$ cat src/rtl/polar_pkg.sv
// Shared polar-chain definitions used by the encoder-side inserter and the decode-side extractor.
package polar_pkg;

  typedef enum logic {FILL, HOLD} ins_state_t;

  function automatic int index_width(input int n);
    return $clog2(n) + 1;
  endfunction

endpackage

$ cat src/rtl/frozen_insert.sv
// Places K serial info bits onto the most reliable of N channels and holds the
// assembled u-vector until the consumer takes it; all other positions stay 0.
module frozen_insert
  import polar_pkg::*;
#(
  parameter int N  = 32,
  parameter int K  = 16,
  parameter int IW = index_width(N)
) (
  input  logic                   clk,
  input  logic                   rst_n,
  input  logic [N-1:0][IW-1:0]   sorted_indexes,
  input  logic                   in_valid,
  output logic                   in_ready,
  input  logic                   in_bit,
  input  logic                   in_last,
  output logic                   frame_valid,
  input  logic                   frame_ready,
  output logic [N-1:0]           frame,
  output logic                   len_err
);

  localparam int CW = $clog2(K + 1);
  localparam int SW = $clog2(N);
  localparam logic [CW-1:0] LAST = CW'(K - 1);

  ins_state_t     r_state;
  logic [CW-1:0]  r_cnt;
  logic [N-1:0]   r_frame;
  logic           r_len_err;

  logic           w_accept;
  logic [SW-1:0]  w_slot;
  logic [SW-1:0]  w_pos;

  assign in_ready    = (r_state == FILL);
  assign frame_valid = (r_state == HOLD);
  assign frame       = r_frame;
  assign len_err     = r_len_err;
  assign w_accept    = in_valid && in_ready;

  // Bit i goes to the i-th most reliable channel, i.e. counting down from the table end.
  // The top bit of a table entry is unused for a valid permutation of 0..N-1.
  always_comb begin
    w_slot = SW'(N - 1 - int'(r_cnt));
    w_pos  = sorted_indexes[w_slot][SW-1:0];
  end

  always_ff @(posedge clk or negedge rst_n) begin
    if (!rst_n) begin
      r_state   <= FILL;
      r_cnt     <= '0;
      r_frame   <= '0;
      r_len_err <= 1'b0;
    end else begin
      r_len_err <= 1'b0;
      case (r_state)
        FILL: begin
          if (w_accept) begin
            if (r_cnt == LAST) begin
              // A missing in_last still completes the frame but is flagged.
              r_frame[w_pos] <= in_bit;
              r_cnt          <= r_cnt + 1'b1;
              r_state        <= HOLD;
              r_len_err      <= !in_last;
            end else if (in_last) begin
              r_frame   <= '0;
              r_cnt     <= '0;
              r_len_err <= 1'b1;
            end else begin
              r_frame[w_pos] <= in_bit;
              r_cnt          <= r_cnt + 1'b1;
            end
          end
        end
        HOLD: begin
          if (frame_ready) begin
            r_state <= FILL;
            r_frame <= '0;
            r_cnt   <= '0;
          end
        end
        default: r_state <= FILL;
      endcase
    end
  end

endmodule
$ cat config.mk
export PLATFORM = sky130hd
export DESIGN_NAME = frozen_insert
export DESIGN_NICKNAME = d
export VERILOG_FILES = /design/src/rtl/polar_pkg.sv /design/src/rtl/frozen_insert.sv
export SDC_FILE = /design/constraint.sdc
export NUM_CORES = 1
export LEC_CHECK = 0
export CORE_ASPECT_RATIO = 1.1
export CORE_MARGIN = 2
export CORE_UTILIZATION = 35
export CTS_CLUSTER_SIZE = 14
export DETAILED_ROUTE_END_ITERATION = 10
export PLACE_DENSITY = 0.86
export SYNTH_ARGS = -nofsm -noshare
export SYNTH_HDL_FRONTEND = slang
export SYNTH_SLANG_ARGS = --single-unit
export TNS_END_PERCENT = 5
$ cat constraint.sdc
create_clock -name clk -period 6.4 [get_ports clk]
set_input_delay 1.28 -clock clk [delete_from_list [all_inputs] [get_ports clk]]
set_output_delay 1.28 -clock clk [all_outputs]
set_load 0.1 [all_outputs]
==> metrics.csv <==
metric,value,unit
synthTopCellsByArea,"dfrtp_1, mux2i_1, mux4_2",
combPwrFrac,52.8,%
end_kind,flip-flop,
clk_pin_slew,80,ps
synth_compound_area_share,20.0,%
power.share.sequential,30.1,%
critPathRequiredTime,6570,ps
setup_slack,2650,ps
grt_max_degree,69,
hold_depth,2,
timing.rr.start,r_cnt[1],
core,9750,um^2
drt_iter0_drc,209,
crit_chain,"clkdlybuf4s50_1, mux4_2, mux2i_1, a221oi_2, nand2_1, nor4_1, o22ai_1",
synthAdderAreaFrac,0.725,%
cp_max_fo,16,
syn_avg_cell_area,9.56,um^2
pre_cts_ws,2420,ps
fin_setup_tns,0,ps
tightestPinTransition,1090,ps
fp-row-count,38,
num_vias,3872,
ys_types,45,
drcViolationCount,0,
synth_top_cell_area_share,28.3,%
synth_mux_area_share,25.2,%
power_switching,410,uW
p_int,577,uW
ys_seq_area_share,28.3,%
cts-buffers-inserted,5,
gp_congestion,0.896,
cts_tree,yes,
async_reset_ff_share,100,%
track_usage,23.1,%
antenna_left,0,
antenna_found_initial,1,
htreeDepth,2,
synth-edff-count,0,
crit_type,in2reg,
power,988,uW
worstPathArrival,3920,ps
cts_setup_buffers,0,
dp_hpwl,9990,um
rsz0062_at_grt,no,
syn_to_final_growth,60.1,%
worstHoldPathType,reg2reg,
grt_pass1_vias,4022,
r2r_end,frame[23],
setup_viol,0,
grt_first_pass_wirelength,19500,um
synth_simple_gate_area_share,19.8,%
dieArea,10700,um^2
skew,5.63,ps
reg2reg_depth,6,
max_stage_delay,930,ps
finalHoldViolCount,0,
postCtsHoldBufs,0,
outcome,"finished, final reports clean",
max_freq,267,MHz
min_period_over_period,58.6,%
yosysTopAreaCell,dfrtp_1,
netlist_area,3450,um^2
min_to,frame[13],
ys.flop_type,dfrtp_1,
io_buffers,200,
synth_top_family_by_area,multiplexers,
io_pins,233,
ir_worst_vdd,0.101,mV
layout-drive-gt1-share,7.61,%
drv_slew,0,
overflow,0,
synthXorXnorAreaFrac,0.254,%
p_sw_share,41.5,%
leakagePower,0.00200,uW
clk_latency,290,ps
power-per-cell-area,179,nW/um^2
cap_viol_max_count,0,
cts_buffer_depth,2,
whs,527,ps
crit_path_top_delay_cell,a221oi_2,
holdCritStartpoint,frame[13],
ys_warn_count,0,
cp-start-kind,input port,
drt_pass1_iterations,5,
start_util,35.4,%
final_nets,739,
maxSlewHeadroom,27.2,%
final_cell_mix,"clkdlybuf4s50_1, mux2i_1, nand2_1, dfrtp_1, a22oi_1",
cts-root-buf,clkbuf_8,
synth_seq_cells,39,
cts_resized,0,
routedWlPerCell,18.7,um
layout_commonest_cell,clkdlybuf4s50_1,
r2r_slack,2920,ps
syn-num-nets,561,
design_area,5530,um^2
die_h,108,um
finalWirelength,12300,um
vias_per_cell,5.87,
clockPowerShare,17.1,%
synthCells,361,
period_minus_slack,3750,ps
place_area,5440,um^2
die_w,98.7,um
cts.sinks,39,
-- power groups by stage --
| stage | registers [uW] | clock network (uW) | logic (uW) |
|---|---|---|---|
| after detailed placement | 302 | 0 | 516 |
| after global placement | 301 | 0 | 505 |
| after global routing | 301 | 179 | 559 |
| after CTS | 298 | 170 | 517 |
| after floorplan | 318 | 0 | 330 |
| final | 297 | 169 | 522 |
-- cell usage after synthesis (2+ instances only) --
cell type	number
a21oi_1	4
a221o_1	2
a22o_1	2
a22oi_1	24
a32o_1	12
and2_1	3
and3_1	2
and4_1	4
buf_2	13
buf_4	8
clkbuf_1	8
dfrtp_1	39
ha_1	2
inv_1	3
mux2i_1	51
mux4_2	16
nand2_1	46
nand3_1	12
nand4_1	13
nor2_1	13
nor2b_1	6
nor3_1	3
nor4_1	18
nor4_2	2
o211ai_1	4
o21ai_0	7
o22ai_1	23
o22ai_2	2
or2_2	3
-- critical path, delay by kind of cell --
kind | cells | cell delay (ps)
AOI/OAI and AO/OA | 2 | 1070
and+or+nand+nor | 2 | 610
buffers and inverters | 1 | 550
muxes | 2 | 410
-- metal layers --
| metal | GRT usage (%) | wire length [um] | vias to the layer above |
|---|---|---|---|
| met5 | 0 | 0 | - |
| met4 | 10.1 | 431 | 0 |
| met3 | 3.94 | 903 | 32 |
| met2 | 42.9 | 6400 | 209 |
| met1 | 26.1 | 4580 | 1836 |
| li1 | - | - | 1795 |
-- per-stage QoR --
stage	std cells	util (%)
5_1_grt	660	56.7
4_1_cts	659	56.7
3_5_place_dp	652	55.8
3_3_place_gp	652	55.8
2_1_floorplan	361	-
6_report	660	56.7
-- worst max-delay path by stage --
| stage | start | endpoint | slack (ps) | cells after the start |
|---|---|---|---|---|
| floorplan | sorted_indexes[25] | frame[8] | 3310 | 7 |
| global placement | sorted_indexes[96] | frame[23] | 2470 | 7 |
| detailed placement | sorted_indexes[96] | frame[23] | 2420 | 7 |
| CTS | sorted_indexes[96] | frame[23] | 2720 | 7 |
| global route | sorted_indexes[162] | frame[4] | 2590 | 8 |
| finish | sorted_indexes[96] | frame[23] | 2650 | 7 |
-- kinds of logic after synthesis --
logic type | count (synthesis)
flops | 39
buf+inv | 34
compound gates | 89
mux | 67
simple gates | 129
xor+xnor | 1
fa+ha+maj | 2
-- sequential cells by signal (all words and copies together) (netlist names) --
register and count:
frame 32, r_cnt 5, frame_valid 1, len_err 1
-- final cells by class --
class / instances / area (um^2)
clock inverter: 1 / 5.00
sequential: 39 / 980
fill: 819 / 4220
clock buffer: 6 / 82.6
multi-input combinational: 288 / 2280
timing repair buffer: 202 / 2020
tap: 120 / 150
inverter: 3 / 11.3
antenna: 1 / 2.50
No activity file was read; power rests on OpenSTA's default activity.
